## src/rtl/master_cmd_sequencer_if.sv

```systemverilog
// Single-beat request/acknowledge bus between the command sequencer and a master core.
// The sequencer holds slave/addr/wdata stable while m_req is high; m_ack is a one-cycle pulse.
interface master_cmd_sequencer_if #(
    parameter int unsigned SLAVE_LEN = 2,
    parameter int unsigned ADDR_LEN  = 12,
    parameter int unsigned DATA_LEN  = 8
);
    logic                 m_req;
    logic                 m_rw;
    logic [SLAVE_LEN-1:0] m_slave;
    logic [ADDR_LEN-1:0]  m_addr;
    logic [DATA_LEN-1:0]  m_wdata;
    logic                 m_ack;
    logic [DATA_LEN-1:0]  m_rdata;

    modport master (
        output m_req, m_rw, m_slave, m_addr, m_wdata,
        input  m_ack, m_rdata
    );

    modport slave (
        input  m_req, m_rw, m_slave, m_addr, m_wdata,
        output m_ack, m_rdata
    );
endinterface

```

## src/rtl/master_cmd_sequencer.sv

```systemverilog
// Turns read/write button rising edges into a burst of single-beat bus requests,
// stepping address and write data per beat and reporting busy/done/err status.
module master_cmd_sequencer #(
    parameter int unsigned SLAVE_LEN = 2,
    parameter int unsigned ADDR_LEN  = 12,
    parameter int unsigned DATA_LEN  = 8,
    parameter int unsigned BURST_LEN = 12,
    parameter int unsigned TIMEOUT   = 1024
) (
    input  logic                 clk,
    input  logic                 reset,
    input  logic                 read_i,
    input  logic                 write_i,
    input  logic [DATA_LEN-1:0]  data_i,
    input  logic [ADDR_LEN:0]    address_i,
    input  logic [SLAVE_LEN-1:0] slave_i,
    input  logic [BURST_LEN:0]   burst_num_i,
    master_cmd_sequencer_if.master bus,
    output logic                 busy_o,
    output logic                 done_o,
    output logic                 err_o,
    output logic [DATA_LEN-1:0]  rd_data_o,
    output logic                 rd_valid_o,
    output logic [BURST_LEN:0]   beat_cnt_o
);

    localparam int unsigned TmoW = (TIMEOUT > 2) ? $clog2(TIMEOUT) : 1;
    localparam logic [TmoW-1:0]     TmoLast = TmoW'(TIMEOUT - 2);
    localparam logic [TmoW-1:0]     TmoOne  = TmoW'(1);
    localparam logic [BURST_LEN:0]  BeatOne = (BURST_LEN + 1)'(1);
    localparam logic [ADDR_LEN-1:0] AddrOne = ADDR_LEN'(1);

    typedef enum logic [1:0] {StIdle, StIssue, StGap, StFinish} state_e;

    state_e               state_q;
    logic                 rd_lvl_q, rd_prev_q, wr_lvl_q, wr_prev_q;
    logic                 req_q, rw_q, busy_q, done_q, err_q, rd_valid_q;
    logic [SLAVE_LEN-1:0] slave_q;
    logic [ADDR_LEN-1:0]  addr_q;
    logic [DATA_LEN-1:0]  base_q, wdata_q, rd_data_q;
    logic [BURST_LEN:0]   count_q, beat_cnt_q;
    logic [TmoW-1:0]      tmo_q;

    logic                 read_rise, write_rise;
    logic [BURST_LEN:0]   next_beat;
    logic [DATA_LEN-1:0]  gap_wdata;
    logic                 unused_addr_msb;

    // Levels are sampled once before edge detection, so m_req rises two edges after the button.
    assign read_rise       = rd_lvl_q & ~rd_prev_q;
    assign write_rise      = wr_lvl_q & ~wr_prev_q;
    assign next_beat       = beat_cnt_q + BeatOne;
    assign gap_wdata       = base_q + DATA_LEN'(beat_cnt_q);
    assign unused_addr_msb = address_i[ADDR_LEN];

    always_ff @(posedge clk or posedge reset) begin
        if (reset) begin
            state_q    <= StIdle;
            rd_lvl_q   <= 1'b0;
            rd_prev_q  <= 1'b0;
            wr_lvl_q   <= 1'b0;
            wr_prev_q  <= 1'b0;
            req_q      <= 1'b0;
            rw_q       <= 1'b0;
            busy_q     <= 1'b0;
            done_q     <= 1'b0;
            err_q      <= 1'b0;
            rd_valid_q <= 1'b0;
            slave_q    <= '0;
            addr_q     <= '0;
            base_q     <= '0;
            wdata_q    <= '0;
            rd_data_q  <= '0;
            count_q    <= '0;
            beat_cnt_q <= '0;
            tmo_q      <= '0;
        end else begin
            rd_lvl_q   <= read_i;
            rd_prev_q  <= rd_lvl_q;
            wr_lvl_q   <= write_i;
            wr_prev_q  <= wr_lvl_q;
            done_q     <= 1'b0;
            err_q      <= 1'b0;
            rd_valid_q <= 1'b0;
            unique case (state_q)
                StIdle: begin
                    if (read_rise && write_rise) begin
                        err_q <= 1'b1;
                    end else if (read_rise || write_rise) begin
                        slave_q    <= slave_i;
                        addr_q     <= address_i[ADDR_LEN-1:0];
                        base_q     <= data_i;
                        wdata_q    <= data_i;
                        count_q    <= (burst_num_i == '0) ? BeatOne : burst_num_i;
                        rw_q       <= read_rise;
                        beat_cnt_q <= '0;
                        busy_q     <= 1'b1;
                        req_q      <= 1'b1;
                        tmo_q      <= '0;
                        state_q    <= StIssue;
                    end
                end
                StIssue: begin
                    if (bus.m_ack) begin
                        req_q      <= 1'b0;
                        beat_cnt_q <= next_beat;
                        if (rw_q) begin
                            rd_data_q  <= bus.m_rdata;
                            rd_valid_q <= 1'b1;
                        end
                        state_q <= (next_beat == count_q) ? StFinish : StGap;
                    end else if (tmo_q == TmoLast) begin
                        req_q   <= 1'b0;
                        err_q   <= 1'b1;
                        busy_q  <= 1'b0;
                        state_q <= StIdle;
                    end else begin
                        tmo_q <= tmo_q + TmoOne;
                    end
                end
                StGap: begin
                    addr_q  <= addr_q + AddrOne;
                    wdata_q <= gap_wdata;
                    req_q   <= 1'b1;
                    tmo_q   <= '0;
                    state_q <= StIssue;
                end
                StFinish: begin
                    done_q  <= 1'b1;
                    busy_q  <= 1'b0;
                    state_q <= StIdle;
                end
                default: state_q <= StIdle;
            endcase
        end
    end

    assign bus.m_req   = req_q;
    assign bus.m_rw    = rw_q;
    assign bus.m_slave = slave_q;
    assign bus.m_addr  = addr_q;
    assign bus.m_wdata = wdata_q;
    assign busy_o      = busy_q;
    assign done_o      = done_q;
    assign err_o       = err_q;
    assign rd_data_o   = rd_data_q;
    assign rd_valid_o  = rd_valid_q;
    assign beat_cnt_o  = beat_cnt_q;

endmodule

```

## src/flat_wrapper.sv

```systemverilog
// flat-port wrapper written by rule: the top's interface ports become plain ports
module master_cmd_sequencer_flat 
#(
    parameter int unsigned SLAVE_LEN = 2,
    parameter int unsigned ADDR_LEN  = 12,
    parameter int unsigned DATA_LEN  = 8,
    parameter int unsigned BURST_LEN = 12,
    parameter int unsigned TIMEOUT   = 1024
)
  (clk, reset, read_i, write_i, data_i, address_i, slave_i, burst_num_i, busy_o, done_o, err_o, rd_data_o, rd_valid_o, beat_cnt_o, bus_m_req, bus_m_rw, bus_m_slave, bus_m_addr, bus_m_wdata, bus_m_ack, bus_m_rdata);
  master_cmd_sequencer_if #(.SLAVE_LEN(SLAVE_LEN), .ADDR_LEN(ADDR_LEN), .DATA_LEN(DATA_LEN)) bus_i ();
  input  logic clk;
  input  logic reset;
  input  logic read_i;
  input  logic write_i;
  input  logic [DATA_LEN-1:0] data_i;
  input  logic [ADDR_LEN:0] address_i;
  input  logic [SLAVE_LEN-1:0] slave_i;
  input  logic [BURST_LEN:0] burst_num_i;
  output logic busy_o;
  output logic done_o;
  output logic err_o;
  output logic [DATA_LEN-1:0] rd_data_o;
  output logic rd_valid_o;
  output logic [BURST_LEN:0] beat_cnt_o;
  output wire logic [$bits(bus_i.m_req)-1:0] bus_m_req;
  output wire logic [$bits(bus_i.m_rw)-1:0] bus_m_rw;
  output wire logic [$bits(bus_i.m_slave)-1:0] bus_m_slave;
  output wire logic [$bits(bus_i.m_addr)-1:0] bus_m_addr;
  output wire logic [$bits(bus_i.m_wdata)-1:0] bus_m_wdata;
  input wire logic [$bits(bus_i.m_ack)-1:0] bus_m_ack;
  input wire logic [$bits(bus_i.m_rdata)-1:0] bus_m_rdata;
  assign bus_m_req = bus_i.m_req;
  assign bus_m_rw = bus_i.m_rw;
  assign bus_m_slave = bus_i.m_slave;
  assign bus_m_addr = bus_i.m_addr;
  assign bus_m_wdata = bus_i.m_wdata;
  assign bus_i.m_ack = bus_m_ack;
  assign bus_i.m_rdata = bus_m_rdata;
  master_cmd_sequencer #(.SLAVE_LEN(SLAVE_LEN), .ADDR_LEN(ADDR_LEN), .DATA_LEN(DATA_LEN), .BURST_LEN(BURST_LEN), .TIMEOUT(TIMEOUT)) u_core (.clk(clk), .reset(reset), .read_i(read_i), .write_i(write_i), .data_i(data_i), .address_i(address_i), .slave_i(slave_i), .burst_num_i(burst_num_i), .bus(bus_i), .busy_o(busy_o), .done_o(done_o), .err_o(err_o), .rd_data_o(rd_data_o), .rd_valid_o(rd_valid_o), .beat_cnt_o(beat_cnt_o));
endmodule
```

## config.mk

```make
export PLATFORM = sky130hd
export DESIGN_NAME = master_cmd_sequencer_flat
export DESIGN_NICKNAME = d
export VERILOG_FILES = /design/src/rtl/master_cmd_sequencer_if.sv /design/src/rtl/master_cmd_sequencer.sv /design/src/flat_wrapper.sv
export SDC_FILE = /design/constraint.sdc
export NUM_CORES = 1
export LEC_CHECK = 0
export ABC_AREA = 1
export CORE_MARGIN = 5
export CORE_UTILIZATION = 40
export DETAILED_ROUTE_END_ITERATION = 16
export HOLD_SLACK_MARGIN = 0.05
export SETUP_SLACK_MARGIN = 0.02
export SLEW_MARGIN = 20
export SYNTH_ARGS = -nofsm -noshare
export SYNTH_HDL_FRONTEND = slang
export SYNTH_SLANG_ARGS = --single-unit
```

## constraint.sdc

```tcl
create_clock -name clk -period 3.05 [get_ports clk]
set_input_delay 0.4575 -clock clk [delete_from_list [all_inputs] [get_ports clk]]
set_output_delay 0.4575 -clock clk [all_outputs]
set_load 0.02 [all_outputs]
```

Word level (Yosys, flattened, before mapping). Cells that the tools add are included.

Register bits after elaboration: 86. Input port bits: 49. Logic and storage cells: 93.

Add/subtract/negate cells: 4. Equality and inequality tests: 12. Muxes and demuxes: 37. Bitwise logic cells: 5. Reduce and logical (&&, ||, !) cells: 16.

Operator list (count): 13-bit 2-to-1 mux (4); 10-bit 2-to-1 mux (4); 10-bit one-hot mux with 3 select lines (1); 13-bit one-hot mux with 2 select lines (1); 12-bit 2-to-1 mux (2); 12-bit one-hot mux with 2 select lines (1); 8-bit 2-to-1 mux (2); 8-bit one-hot mux with 2 select lines (1); 13-bit by 1-bit adder with 13-bit output (second input constant) (1); 13-bit == test (1); 13-bit zero test (1); 1-bit 2-to-1 mux (13); 12-bit by 1-bit adder with 12-bit output (second input constant) (1); 3-bit AND reduction (4); 10-bit by 1-bit adder with 10-bit output (second input constant) (1); 10-bit == test (second input constant) (1); 5-bit AND reduction (2); 8-bit adder (1); 2-bit 2-to-1 mux (4); 2-bit inequality test (second input constant) (4); 2-bit one-hot mux with 4 select lines (1); 4-bit AND reduction (2); 1-bit one-hot mux with 3 select lines (2); 3-bit nonzero test (2); other kinds (11) (17).

Longest topological paths before layout.
Depth after elaboration: 6. Mapped depth: 13. Depth with buffers taken out: 13.

Worst setup path after synthesis. Ideal clock, no wire load.

Kind: register -> register. From: register u_core.beat_cnt_q[0], in the netlist u_core.beat_cnt_o[0]. To: register u_core.wdata_q[6], in the netlist u_core.bus.m_wdata[6]. Setup time: 0.123 ns. Data arrival time: 1.820 ns. Required time: 2.927 ns. Slack: 1.107 ns. Stages on the path, launching flop included: 12. Clock period less this slack: 1.943 ns. Cell sequence: dfrtp_1 ha_1 inv_1 fa_1 o21ai_0 nand2_1 nand2_1 nand2_1 nand2_1 xor2_1 o21ai_0 nand2_1.

Word-level cells in the longest chain between the ends: 2.

Ends and longest elaborated chain: start, declared (RTL line master_cmd_sequencer.sv:41) `logic [BURST_LEN:0] count_q, beat_cnt_q;`; start signal, assigned (RTL line master_cmd_sequencer.sv:106) `beat_cnt_q <= next_beat;`; 8-bit adder (RTL line master_cmd_sequencer.sv:53) `assign gap_wdata = base_q + DATA_LEN'(beat_cnt_q);`; 8-bit one-hot mux with 2 select lines (RTL line master_cmd_sequencer.sv:85) `unique case (state_q)`; end signal, assigned (RTL line master_cmd_sequencer.sv:93) `wdata_q <= data_i;`; end signal, assigned (RTL line master_cmd_sequencer.sv:123) `wdata_q <= gap_wdata;`; end, declared (RTL line master_cmd_sequencer.sv:40) `logic [DATA_LEN-1:0] base_q, wdata_q, rd_data_q;`.

Every way passes these cells. A chain may end at the register's enable or synchronous reset.

Worst setup path in the final report.
From: register u_core.state_q[1]. To: register u_core.addr_q[6], in the netlist u_core.bus.m_addr[6].

Word-level cells in the longest chain between the ends: 3. Elaborated cells on any way between the ends: 7. Those cells by class: 3 x eq/ne; 1 x mux; 3 x reduce/logical.

Ends and longest elaborated chain: start, declared (RTL line master_cmd_sequencer.sv:35) `state_e state_q;`; start signal, assigned (RTL line master_cmd_sequencer.sv:58) `state_q <= StIdle;`; start signal, assigned (RTL line master_cmd_sequencer.sv:100) `state_q <= StIssue;`; start signal, assigned (RTL line master_cmd_sequencer.sv:111) `state_q <= (next_beat == count_q) ? StFinish : StGap;`; 2-bit == test / 2-bit zero test (equally long branches) (RTL line master_cmd_sequencer.sv:85); 2-bit nonzero test (no line), or another cell as far along; 3-bit AND reduction (no line); end signal, assigned (RTL line master_cmd_sequencer.sv:91) `addr_q <= address_i[ADDR_LEN-1:0];`; end signal, assigned (RTL line master_cmd_sequencer.sv:122) `addr_q <= addr_q + AddrOne;`; end, declared (RTL line master_cmd_sequencer.sv:39) `logic [ADDR_LEN-1:0] addr_q;`.

Several ways; a longest one is shown, not always the timed one.

==> impl_metrics.json <==
{
  "cp.depth": 10,
  "hold_path.class": "reg2reg",
  "initial_utilization_pct": 40.4,
  "drc": 0,
  "rsz0062_at_grt": "no",
  "final_util_pct": 52.3,
  "synth_edf_count": 0,
  "critical_path_class": "reg2reg",
  "finalPower_mw": 5.52,
  "cp.required_ps": 3300,
  "clk_pin_slew_ps": 60,
  "io_pins": 98,
  "cts_buffers": 9,
  "cts_hold_buf": 0,
  "numPortBuffers": 96,
  "peakVddDrop_v": 0.000457,
  "status": "completed",
  "ys.flop_type": "dfrtp_1",
  "max_clock_freq_mhz": 466,
  "grt_first_pass_wirelength_um": 21400,
  "syn_to_final_growth_pct": 29.6,
  "yosysUniqueCellTypes": 45,
  "fin_crit_ps": 2150,
  "grt_max_degree": 48,
  "crit_chain": "inv_2 -> nand2_4 -> nor2_4 -> nand2_4 -> nand2_4 -> nor2_4 -> nand2_4 -> inv_4 -> o21ai_0 -> a22oi_2",
  "rows": 40,
  "start_kind": "flop",
  "relSlewSlack_pct": 51.4,
  "crit_slowest_cell": "dfrtp_1",
  "path_buf_inv": 2,
  "die_area_um2": 14300,
  "cts_buffer_depth": 2,
  "fin_skew_ps": 4.81,
  "tritoncts": "yes",
  "wl_per_cell_um": 14.9,
  "dpl.hpwl_um": 9260,
  "syn-mean-instance-area_um2": 8.05,
  "htree_levels": 3,
  "tightest_slew_ps": 729,
  "syn_inst": 595,
  "synth_top_area_share_pct": 44.9,
  "hold_viol": 0,
  "fp.coreArea_um2": 11900,
  "setup-violations-final": 0,
  "synthMostInstantiatedCell": "nand2_1",
  "worstHoldPathCells": 0,
  "drv_slew": 0,
  "layout.nets": 752,
  "ys_seq_elements": 86,
  "gr-total-overflow": 0,
  "p_leak_nw": 2.82,
  "grtUsageTotal_pct": 18.4,
  "crit_path_frequent_cell": "nand2_4",
  "worstSetupEndpointType": "flop",
  "insertion_delay_ps": 330,
  "critical_path.max_fanout": 24,
  "finalCritPeriodShare_pct": 70.4,
  "first_pass_iters": 5,
  "crit_family": "simple AND/OR/NAND/NOR gates",
  "worstPathArrival_ps": 2400,
  "grt_antenna_before_repair": 0,
  "async_flop_share_pct": 100,
  "grt_pass1_vias": 4347,
  "synth_area_leaders": "dfrtp_1, nand2_1, inv_1, o21ai_0, nand3_1",
  "cp_slowest_stage_delay_ps": 680,
  "ctsResizeCount": 0,
  "drt_iter0_drc": 207,
  "maxCapViolations": 0,
  "globalplace.congestion": 0.865,
  "syn_area_um2": 4790,
  "die_h_um": 119,
  "fin_cells": 843,
  "synthesis.nets": 656,
  "fillers": 1119,
  "synth_commonest_cells": "nand2_1, dfrtp_1, inv_1, o21ai_0, nand3_1",
  "viasPerCell": 5.08,
  "finalSetupTns_ps": 0,
  "ant_nets": 0,
  "vias": 4281,
  "finalWirelength_um": 12500,
  "reg2reg_depth": 10,
  "drive_gt1_share_pct": 9.63,
  "yosys_warnings": 0,
  "cts_sinks": 86,
  "post-place-cells": 827,
  "power.density_nw_per_um2": 889,
  "clock_tree.root_cell": "clkbuf_16",
  "antennaDiodeCount": 0,
  "cts_setup_buffers": 0,
  "yosysTopAreaCell": "dfrtp_1",
  "yosysSeqAreaShare_pct": 44.9,
  "die_x_um": 119
}
==> state kept, by name (all words and copies together), names as in the netlist, 2 cells and up <==
name / flops
u_core.beat_cnt_o: 13
u_core.count_q: 13
u_core.bus.m_addr: 12
u_core.tmo_q: 10
u_core.base_q: 8
u_core.bus.m_wdata: 8
u_core.rd_data_o: 8
u_core.bus.m_slave: 2
u_core.state_q: 2
==> cell type report <==
type / instances / area, um2 / area share, %
Clock buffer: 13 / 280 / 4.51
Multi-Input combinational cell: 423 / 2280 / 36.7
Sequential cell: 86 / 2150 / 34.7
Clock inverter: 3 / 40.0 / 0.645
Tap cell: 147 / 184 / 2.96
Inverter: 71 / 273 / 4.39
Timing Repair Buffer: 100 / 1000 / 16.2
==> per-layer routing <==
layer  share of wire (%)  GRT usage [%]  vias up
met5                   0              0        -
met4                 1.5           5.01        0
met3                 4.2           3.70       14
met2                  48           30.9       94
met1                  46           24.3     2031
li1                    -              -     2142
==> cells by family (layout without fill, tap and decap cells) <==
group | count (synthesis) | in the layout | share of synthesized area (%)
buffers and inverters | 86 | 187 | 7.57
AOI/OAI and AO/OA | 96 | 96 | 12.1
DFF | 86 | 86 | 44.9
xor gates and xnor gates | 16 | 16 | 2.92
and+or+nand+nor | 299 | 299 | 29.2
adders and majority gates | 12 | 12 | 3.29
==> final timing paths <==
| path | startpoint | to | slack [ps] |
|---|---|---|---|
| hold / removal | u_core.wr_lvl_q | u_core.wr_prev_q | 380 |
| setup reg to reg | u_core.state_q[1] | u_core.bus.m_addr[6] | 900 |
| hold reg to reg | u_core.wr_lvl_q | u_core.wr_prev_q | 380 |
| max in group asynchronous | reset | u_core.bus.m_slave[1] | 1790 |
| min in group asynchronous | reset | u_core.tmo_q[4] | 560 |
| setup / recovery | u_core.state_q[1] | u_core.bus.m_addr[6] | 900 |
==> placed cells by master, fill, tap and decap left out, types with 2 or more instances in the layout <==
| master | synthesis | final |
|---|---|---|
| clkinv_2 | 0 | 3 |
| o31ai_1 | 6 | 6 |
| xnor2_1 | 5 | 5 |
| o21ai_1 | 8 | 8 |
| a22oi_1 | 2 | 2 |
| nor3_1 | 6 | 6 |
| inv_2 | 3 | 3 |
| xor2_1 | 11 | 11 |
| nor2_1 | 28 | 28 |
| a22oi_2 | 2 | 2 |
| nand4_1 | 10 | 10 |
| dfrtp_1 | 86 | 86 |
| clkbuf_8 | 0 | 4 |
| clkbuf_16 | 0 | 9 |
| clkdlybuf4s50_1 | 0 | 96 |
| nand2_2 | 10 | 10 |
| o22ai_1 | 8 | 8 |
| o21ai_0 | 47 | 47 |
| inv_4 | 2 | 2 |
| buf_4 | 2 | 3 |
| nand2_4 | 4 | 4 |
| nand2_1 | 171 | 171 |
| nor2_4 | 8 | 8 |
| nor2_2 | 6 | 6 |
| or2_2 | 2 | 2 |
| a21oi_1 | 12 | 12 |
| nand3_1 | 45 | 45 |
| nor4_1 | 3 | 3 |
| inv_1 | 66 | 65 |
| nand3_2 | 4 | 4 |
| ha_1 | 11 | 11 |
==> worst register-to-register path, cell delays in order, from the launching register on <==
cell     delay (ps)
dfrtp_1         680
inv_2           190
nand2_4         210
nor2_4           60
nand2_4         100
nand2_4          60
nor2_4          100
nand2_4         180
inv_4           240
o21ai_0         150
a22oi_2         130
==> metrics by stage <==
step	hold slack, ps	setup slack (ps)	instance area, um2
3_3_place_gp	359	877	5890
3_5_place_dp	366	856	5890
5_1_grt	402	676	6210
4_1_cts	380	848	6210
2_1_floorplan	354	371	4790
6_report	378	903	6210
==> power breakdown <==
| part | switching, mW | internal (mW) |
|---|---|---|
| Clock | 0.424 | 0.721 |
| Combinational | 1.44 | 1.01 |
| Sequential | 0.374 | 1.55 |
| Total | 2.24 | 3.28 |
No activity file was read; power rests on OpenSTA's default activity.
